--- config.mk ---
export PLATFORM = sky130hd
export DESIGN_NAME = otter_fetch_ctrl
export DESIGN_NICKNAME = d
export VERILOG_FILES = /design/src/rtl/otter_fetch_ctrl.sv
export SDC_FILE = /design/constraint.sdc
export NUM_CORES = 1
export LEC_CHECK = 0
export CORE_MARGIN = 8
export CORE_UTILIZATION = 37
export DETAILED_ROUTE_END_ITERATION = 8
export GPL_TIMING_DRIVEN = 1
export PLACE_DENSITY = 0.89
export SLEW_MARGIN = 10
export SYNTH_ARGS = -nofsm -noshare
export SYNTH_HDL_FRONTEND = slang
export SYNTH_SLANG_ARGS = --single-unit
--- constraint.sdc ---
create_clock -name FC_CLK -period 3.6 [get_ports FC_CLK]
set_input_delay 0.72 -clock FC_CLK [delete_from_list [all_inputs] [get_ports FC_CLK]]
set_output_delay 0.72 -clock FC_CLK [all_outputs]
set_load 0.05 [all_outputs]
--- src/rtl/otter_fetch_ctrl.sv ---
// Instruction fetch controller for the OTTER core: sequences PC loads and
// instruction-memory requests, handles stalls, branch/trap redirects and draining.
module otter_fetch_ctrl #(
   parameter logic [31:0] RESET_VEC = 32'h0000_0000
) (
   input  logic        FC_CLK,
   input  logic        FC_RST,
   input  logic [31:0] FC_PC,
   output logic        FC_PC_LD,
   output logic [31:0] FC_PC_DIN,
   output logic        FC_IMEM_REQ,
   output logic [31:0] FC_IMEM_ADDR,
   input  logic        FC_IMEM_ACK,
   input  logic        FC_STALL,
   input  logic        FC_BR_TAKEN,
   input  logic [31:0] FC_BR_TGT,
   input  logic        FC_TRAP,
   input  logic [31:0] FC_TRAP_VEC,
   output logic        FC_IF_VALID,
   output logic        FC_FLUSH,
   output logic [31:0] FC_FETCH_CNT
);

   typedef enum logic [2:0] {StBoot, StReq, StWait, StHold, StDrain} state_e;

   state_e      state_q, state_d;
   logic [31:0] cnt_q, cnt_d;
   logic        redir;
   logic [31:0] redir_tgt;
   logic [31:0] pc_inc;

   assign redir     = FC_TRAP | FC_BR_TAKEN;
   assign redir_tgt = (FC_TRAP ? FC_TRAP_VEC : FC_BR_TGT) & 32'hFFFF_FFFC;
   assign pc_inc    = FC_PC + 32'd4;

   always_ff @(posedge FC_CLK or posedge FC_RST) begin
      if (FC_RST) begin
         state_q <= StBoot;
         cnt_q   <= 32'd0;
      end else begin
         state_q <= state_d;
         cnt_q   <= cnt_d;
      end
   end

   always_comb begin
      state_d = state_q;
      unique case (state_q)
         StBoot:  state_d = StReq;
         StReq:   state_d = redir ? StReq : StWait;
         StWait: begin
            if (redir)            state_d = FC_IMEM_ACK ? StReq : StDrain;
            else if (FC_IMEM_ACK) state_d = FC_STALL ? StHold : StReq;
         end
         StHold: begin
            if (redir || !FC_STALL) state_d = StReq;
         end
         StDrain: begin
            if (FC_IMEM_ACK) state_d = StReq;
         end
         default: state_d = StBoot;
      endcase
   end

   // Outputs are forced low while reset is held, independent of the clock.
   always_comb begin
      FC_PC_LD    = 1'b0;
      FC_PC_DIN   = 32'd0;
      FC_IMEM_REQ = 1'b0;
      FC_IF_VALID = 1'b0;
      FC_FLUSH    = 1'b0;
      if (!FC_RST) begin
         if (state_q == StBoot) begin
            FC_PC_LD  = 1'b1;
            FC_PC_DIN = RESET_VEC;
         end else if (redir) begin
            FC_PC_LD  = 1'b1;
            FC_PC_DIN = redir_tgt;
            FC_FLUSH  = 1'b1;
         end else begin
            unique case (state_q)
               StReq: FC_IMEM_REQ = 1'b1;
               StWait: begin
                  if (FC_IMEM_ACK && !FC_STALL) begin
                     FC_IF_VALID = 1'b1;
                     FC_PC_LD    = 1'b1;
                     FC_PC_DIN   = pc_inc;
                  end
               end
               StHold: begin
                  if (!FC_STALL) begin
                     FC_IF_VALID = 1'b1;
                     FC_PC_LD    = 1'b1;
                     FC_PC_DIN   = pc_inc;
                  end
               end
               default: ;
            endcase
         end
      end
   end

   assign cnt_d        = cnt_q + {31'd0, FC_IF_VALID};
   assign FC_IMEM_ADDR = FC_PC;
   assign FC_FETCH_CNT = cnt_q;

endmodule

==> summary.txt, run 1 <==
STA
  • Pins over their slew limit: 0
  • Period utilization: 1.00
  • Final WS setup: -5.88 ps
  • Worst-Margin Slew: 555 ps
  • WHS: around 480 ps
  • Max_slew headroom: 0.629
  • Fin. Hold Viols: 0
  • RSZ-0062 raised after global routing: true
  • # setup viols final: 1
  • Final Skew: roughly 9.6 ps
  • Max frequency: 277 MHz
  • Final min period: 3610 ps

Finish
  • Fin cells: 699
  • Layout overhead on the synthesized area: 89.1%
  • Final core utilization: 0.724
  • Fin nets: around 700
  • Share of layout cells above drive strength 1: 0.208

Floorplan
  • Die width: approximately 110 µm
  • Io pins: approximately 200
  • Rows: 33
  • CORE AREA: 8220 µm²
  • Die area: about 12000 µm²
  • Initial Util: 0.383
  • Die Ht: 108 µm

Detailed routing
  • Total number of vias: roughly 4100
  • Drt first pass iters: 4
  • DRC: 0
  • Drt initial violations: 311
  • DR WL/cell: ~21 µm
  • Detailed Route WL: 14900 µm
  • Drt via density: around 6
  • Remaining antenna violation count: 0

Yosys
  • Post-synthesis simple-gate area fraction: 0.283
  • Asr flop ratio synth: 1.00
  • Synth Area in Adders: 0.0119
  • Syn Nets: 489
  • Cells after Synth: 384
  • Synth Register Bits: 35
  • Post-synthesis xor/xnor area fraction: 0.106
  • Post-synth EDFFs: 0
  • Mapped Area: between 3000 and 4000 µm²
  • Yosys cell types: 45
  • Mux contribution to synthesized area: 0.00318
  • Combinational family with the most area after synthesis: simple AND/OR/NAND/NOR gates
  • Avg Inst Size Synth: 8.19 µm²
  • Sequential area share after synthesis: 0.278
  • Yosys warns: 0
  • Main synth FF type: dfrtp_1
  • Compound-Gate Fraction of Synth Area: 0.201

Critical path
  • Crit Path Class: in2out
  • Crit path DAT: 2890 ps
  • CP endpoint kind: primary output
  • Worst Path Required: roughly 2900 ps
  • CP Max Fanout: 6
  • Reg2Reg Depth: 10
  • Critical path startpoint category: input port

GRT
  • Gr ovfl total: 0
  • First-pass GRT wire length: 22600 µm
  • Largest net degree at the start of global routing: 36
  • Vias in the first global route: 4361
  • Initial antenna violation count: 2
  • All-Layer GR Usage: 0.242

CTS
  • Clock Tree Buf Depth: 2
  • H-tree depth: 2
  • Total clock sinks: 35
  • CTS tree: done
  • CTS Hold Bufs: 0
  • Clk slew on worst S/H paths: 70 ps
  • Root buf cell: clkbuf_8
  • CTS Buf Count: 5
  • Worst skew pair latency: roughly 280 ps

Run status
  • Status: complete, but fails checks
  • Violated checks: setup timing

Placed design
  • Cells after DPL: 688
  • IO buf count: just under 200
  • HPWL Detailed: about 12000 µm
  • GPL Wtd Cong: 0.920

Min path
  • Worst Hold Class: reg2reg
  • Hold depth: 1

Pwr
  • Leakage power: 2.36 nW
  • VDD IR-drop max: 155 µV
  • PD cells: ~250 nW/µm²

Flow run
  • Total of max-cap violations: 0
## logic make-up (layout without fill, tap and decap cells)
family	count (synthesis)	after routing
other	0	2
adders and majority gates	3	3
DFF	35	35
xor gates and xnor gates	38	38
and+or+nand+nor	160	161
AOI/OAI and AO/OA	85	85
buffers and inverters	62	269
muxes	1	1
## synthesized netlist by cell type, types with 3 or more instances
cell type  count  area share
and2_1         4      0.0080
a32oi_1        4       0.011
a22oi_1       22       0.052
xor2_1         5       0.014
nor3_1        13       0.021
nand4_1       28       0.056
inv_1          7      0.0084
dfrtp_1       35        0.28
nand2_1       16       0.019
o211ai_1      25       0.060
and3_1         9       0.018
and4_1         3      0.0084
or3_1          6       0.012
a22o_1         4       0.011
o22ai_1        8       0.016
buf_4         33       0.079
ha_1           3       0.012
or4_1         11       0.026
o21ai_0        6      0.0095
nor2_1        21       0.025
nand3_1       33       0.052
clkbuf_1      16       0.019
nor4_1         7       0.014
buf_2          3      0.0048
xnor2_1       33       0.092
a222oi_1       3      0.0095
## power by group
part	switching [mW]	internal (mW)	leakage [nW]
sequential	0.0110	0.401	0.473
combinational	0.354	0.301	1.82
clock	0.139	0.276	0.0644
## critical path, stage by stage
cell and delay, ps:
buf_6 90, or4b_4 550, or4_4 560, or4_1 580, o211ai_1 190, buf_12 190
## per-layer routing
metal	vias up	part of all wire	GRT usage	wire length (µm)
met3	39	0.12	0.0904	1730
li1	1871	-	-	-
met1	1985	0.33	0.238	4910
met4	0	0.034	0.0971	505
met2	246	0.52	0.445	7790
met5	-	0	0	0
## state kept, by name, indices dropped and copies added, names as in the netlist
register and flops:
FC_FETCH_CNT 32, state_q 3
## final cells by class
class / instances / area (µm²)
inverter: 7 / 30.0
fill: 575 / 2260
multi-input combinational: 288 / 1970
sequential: 35 / 876
tap: 105 / 131
timing repair buffer: 254 / 2810
antenna: 2 / 5.00
clock inverter: 3 / 67.6
clock buffer: 5 / 68.8
## metrics by stage
| stage | power [mW] | setup TNS, ps | worst slack [ps] | area [µm²] |
|---|---|---|---|---|
| floorplan | 0.723 | 0 | 55.3 | 3150 |
| global placement | 1.05 | -2860 | -228 | 5720 |
| detailed placement | 1.06 | -3410 | -260 | 5720 |
| CTS | 1.48 | -19.2 | -16.7 | 5910 |
| global route | 1.53 | -23.7 | -18.3 | 5950 |
| finish | 1.48 | -5.88 | -5.88 | 5950 |
## cells in the final DEF (no fill, tap or decap), types with 7 or more instances in the layout
cell and n:
buf_12 34, and3_1 8, or4_1 7, nand3_1 31, o211ai_1 25, nor2_1 21, xnor2_1 33, nand2_1 15
buf_4 56, a22oi_1 22, o22ai_1 8, nor4_1 7, nor3_1 13, dfrtp_1 35, nand4_1 28, clkdlybuf4s50_1 155
## worst paths after layout
check | startpoint | to | slack [ps]
worst max-delay path | FC_TRAP | FC_PC_DIN[22] | -6
worst min-delay path | FC_FETCH_CNT[31]$_DFF_PP0_ | FC_FETCH_CNT[31]$_DFF_PP0_ | 480
worst max register to register | state_q[1]$_DFFE_PP0P_ | FC_FETCH_CNT[28]$_DFF_PP0_ | 650
worst min register to register | FC_FETCH_CNT[31]$_DFF_PP0_ | FC_FETCH_CNT[31]$_DFF_PP0_ | 480
max in group asynchronous | FC_RST | FC_FETCH_CNT[23]$_DFF_PP0_ | 2140
min in group asynchronous | FC_RST | FC_FETCH_CNT[3]$_DFF_PP0_ | 1150
## repair_timing
item                       4_1_cts  5_1_grt
setup buffers                    0        0
gates resized for setup         22       13
pin swaps                        7        4
gates cloned                     1        0
setup endpoints to repair       21        9
hold endpoints to repair         0        0
No activity file was read; power rests on OpenSTA's default activity.
==> run 2: changes to the inputs <==
--- a/config.mk
+++ b/config.mk
@@ -5,7 +5,7 @@
 export SDC_FILE = /design/constraint.sdc
 export NUM_CORES = 1
 export LEC_CHECK = 0
-export CORE_MARGIN = 8
+export CORE_MARGIN = 2
 export CORE_UTILIZATION = 37
 export DETAILED_ROUTE_END_ITERATION = 8
 export GPL_TIMING_DRIVEN = 1
@@ -14,3 +14,4 @@
 export SYNTH_ARGS = -nofsm -noshare
 export SYNTH_HDL_FRONTEND = slang
 export SYNTH_SLANG_ARGS = --single-unit
+export TNS_END_PERCENT = 1
==> summary.txt, run 2 (same netlist as run 1, synthesis figures left out) <==
Run status
  • Status: complete, but fails checks
  • Violated checks: setup timing

Detailed routing
  • Drt first pass iters: 5 (+1)
  • Remaining antenna violation count: 0 (unchanged)
  • DRC: 0 (unchanged)
  • Total number of vias: 4075 (-1.6%)
  • Drt initial violations: 200 (-36%)
  • Drt via density: 5.83 (-1.6%)
  • DR WL/cell: 19.3 µm (-9.5%)
  • Detailed Route WL: 13500 µm (-9.5%)

Finish
  • Post-route cell area: 5930 µm² (-0.38%)
  • Commonest non-fill, non-tap cell in the layout: clkdlybuf4s50_1
  • Commonest non-fill, non-tap cells in the layout: clkdlybuf4s50_1 (156), buf_4 (56), buf_12 (36), dfrtp_1 (35), xnor2_1 (33)
  • Layout overhead on the synthesized area: 88.4%
  • Fin nets: 698 (+0.29%)
  • Max reg flops: 32 (unchanged)
  • Share of layout cells above drive strength 1: 0.204 (-0.00407)
  • Diodes inserted: 0 (-2)

Critical path
  • Critical path startpoint category: input port
  • Crit path DAT: 2880 ps (about the same)
  • Crit Path Class: in2out
  • Reg2Reg Setup Slack: 680 ps (+30 ps)
  • Worst Path Required: 2880 ps (about the same)
  • CP endpoint kind: primary output
  • Crit path launch: FC_BR_TAKEN
  • Critical path, cell by cell: buf_8, or4b_4, or4_4, buf_12, or4_4, o211ai_1, clkbuf_16
  • CP Max Fanout: 6 (unchanged)
  • Crit-path slowest cell: or4b_4
  • Reg-to-reg startpoint: state_q[1]$_DFFE_PP0P_
  • Delay-heaviest family, CP: simple AND/OR/NAND/NOR gates
  • Most frequent CP cell: or4_4
  • Worst path max stage delay: 530 ps (-50 ps)
  • Buf/Inv on CP: 3 (+1)

STA
  • Max frequency: 278 MHz (about the same)
  • Period utilization: 1.00 (about the same)
  • Pins over their slew limit: 0 (unchanged)
  • Worst-Margin Slew: 509 ps (-46.0 ps)
  • # setup viols final: 1 (unchanged)
  • Fin. Hold Viols: 0 (unchanged)
  • Final min period: 3600 ps (-3.11 ps)
  • Max_slew headroom: 0.657 (+0.0287)
  • RSZ-0062 raised after global routing: true
  • Final WS setup: -2.77 ps (+3.11 ps)
  • Final Skew: 5.97 ps (-3.60 ps)
  • Setup TNS: -2.77 ps (+3.11 ps)

Floorplan
  • Die Ht: 96.2 µm (-11%)
  • Die area: 9260 µm² (-21%)
  • CORE AREA: 8220 µm² (unchanged)
  • Initial Util: 0.383 (unchanged)
  • Die width: 96.2 µm (-11%)
  • Rows: 33 (unchanged)
  • Io pins: 202 (unchanged)

GRT
  • Largest net degree at the start of global routing: 36 (unchanged)
  • All-Layer GR Usage: 0.277 (+0.0353)
  • Initial antenna violation count: 0 (-2)
  • Vias in the first global route: 4086 (-6.3%)
  • First-pass GRT wire length: 20000 µm (-12%)
  • Gr ovfl total: 0 (unchanged)

CTS
  • Root buf cell: clkbuf_8
  • Total clock sinks: 35 (unchanged)
  • Clock Tree Buf Depth: 2 (unchanged)
  • Worst skew pair latency: 280 ps (about the same)
  • CTS Buf Count: 5 (unchanged)
  • Clk slew on worst S/H paths: 70 ps (about the same)
  • H-tree depth: 2 (unchanged)
  • CTS tree: done
  • CTS Hold Bufs: 0 (unchanged)

Pwr
  • Leakage power: 2.35 nW (-0.27%)
  • Clock power frac: 0.249 (-0.031)
  • VDD IR-drop max: 132 µV (-14%)
  • PD cells: 237 nW/µm² (-4.7%)
  • P_sw: 501 µW (-0.59%)
  • Reg power frac: 0.293 (+0.015)
  • Comb pwr share: 0.458 (+0.016)
  • Sw frac: 0.356 (+0.0159)
  • Internal power: 907 µW (-7.3%)

Flow run
  • Total of max-cap violations: 0 (unchanged)

Placed design
  • Post-DP Area: 5710 µm² (-0.11%)
  • IO buf count: 197 (unchanged)
  • HPWL Detailed: 10300 µm (-12%)
  • GPL Wtd Cong: 0.900 (-2.2%)

Min path
  • Worst Hold Class: reg2reg
  • Hold Startpoint: FC_FETCH_CNT[31]$_DFF_PP0_
## run 2: worst paths after layout
check / cells after the start / to
max in group asynchronous: 4 / FC_FETCH_CNT[23]$_DFF_PP0_
worst max register to register: 11 / FC_FETCH_CNT[18]$_DFF_PP0_
worst min register to register: 1 / FC_FETCH_CNT[31]$_DFF_PP0_
worst min-delay path: 1 / FC_FETCH_CNT[31]$_DFF_PP0_
worst max-delay path: 7 / FC_PC_DIN[17]
min in group asynchronous: 4 / state_q[0]$_DFFE_PP0P_
## run 2: layer usage
layer | global-route usage | routed length (µm)
met5 | 0 | 0
met4 | 0.113 | 497
met2 | 0.513 | 7170
met3 | 0.0658 | 1110
met1 | 0.299 | 4730
## run 2: cell type report
cell class              instances  area, µm²
clock buffers                   5       68.8
multi-input cells             287       1940
inverters                       7       26.3
fillers                       575       2290
flip-flops and latches         35        876
clock inverters                 3       43.8
well taps                     105        131
repair buffers                257       2850
## run 2: repair_timing
item	CTS	global route
pin swaps	5	4
resized for setup	21	14
setup buffers	4	1
endpoints found under the setup margin	27	16
## run 2: power by group through the flow
stage	Sequential (mW)	Combinational, mW	Clock [mW]
floorplan	0.437	0.286	0
global placement	0.418	0.625	0
detailed placement	0.420	0.634	0
CTS	0.412	0.642	0.359
global route	0.413	0.674	0.374
finish	0.412	0.645	0.350
## run 2: through the flow
step                 util  worst slack [ps]  std cells  hold slack [ps]  power (mW)
global route        0.722             -36.1        699              504        1.46
finish              0.722             -2.77        699              494        1.41
CTS                 0.718              -138        698              494        1.41
floorplan               -             -41.9        384              508       0.723
detailed placement  0.695              -304        686              480        1.05
global placement    0.695              -262        686              461        1.04
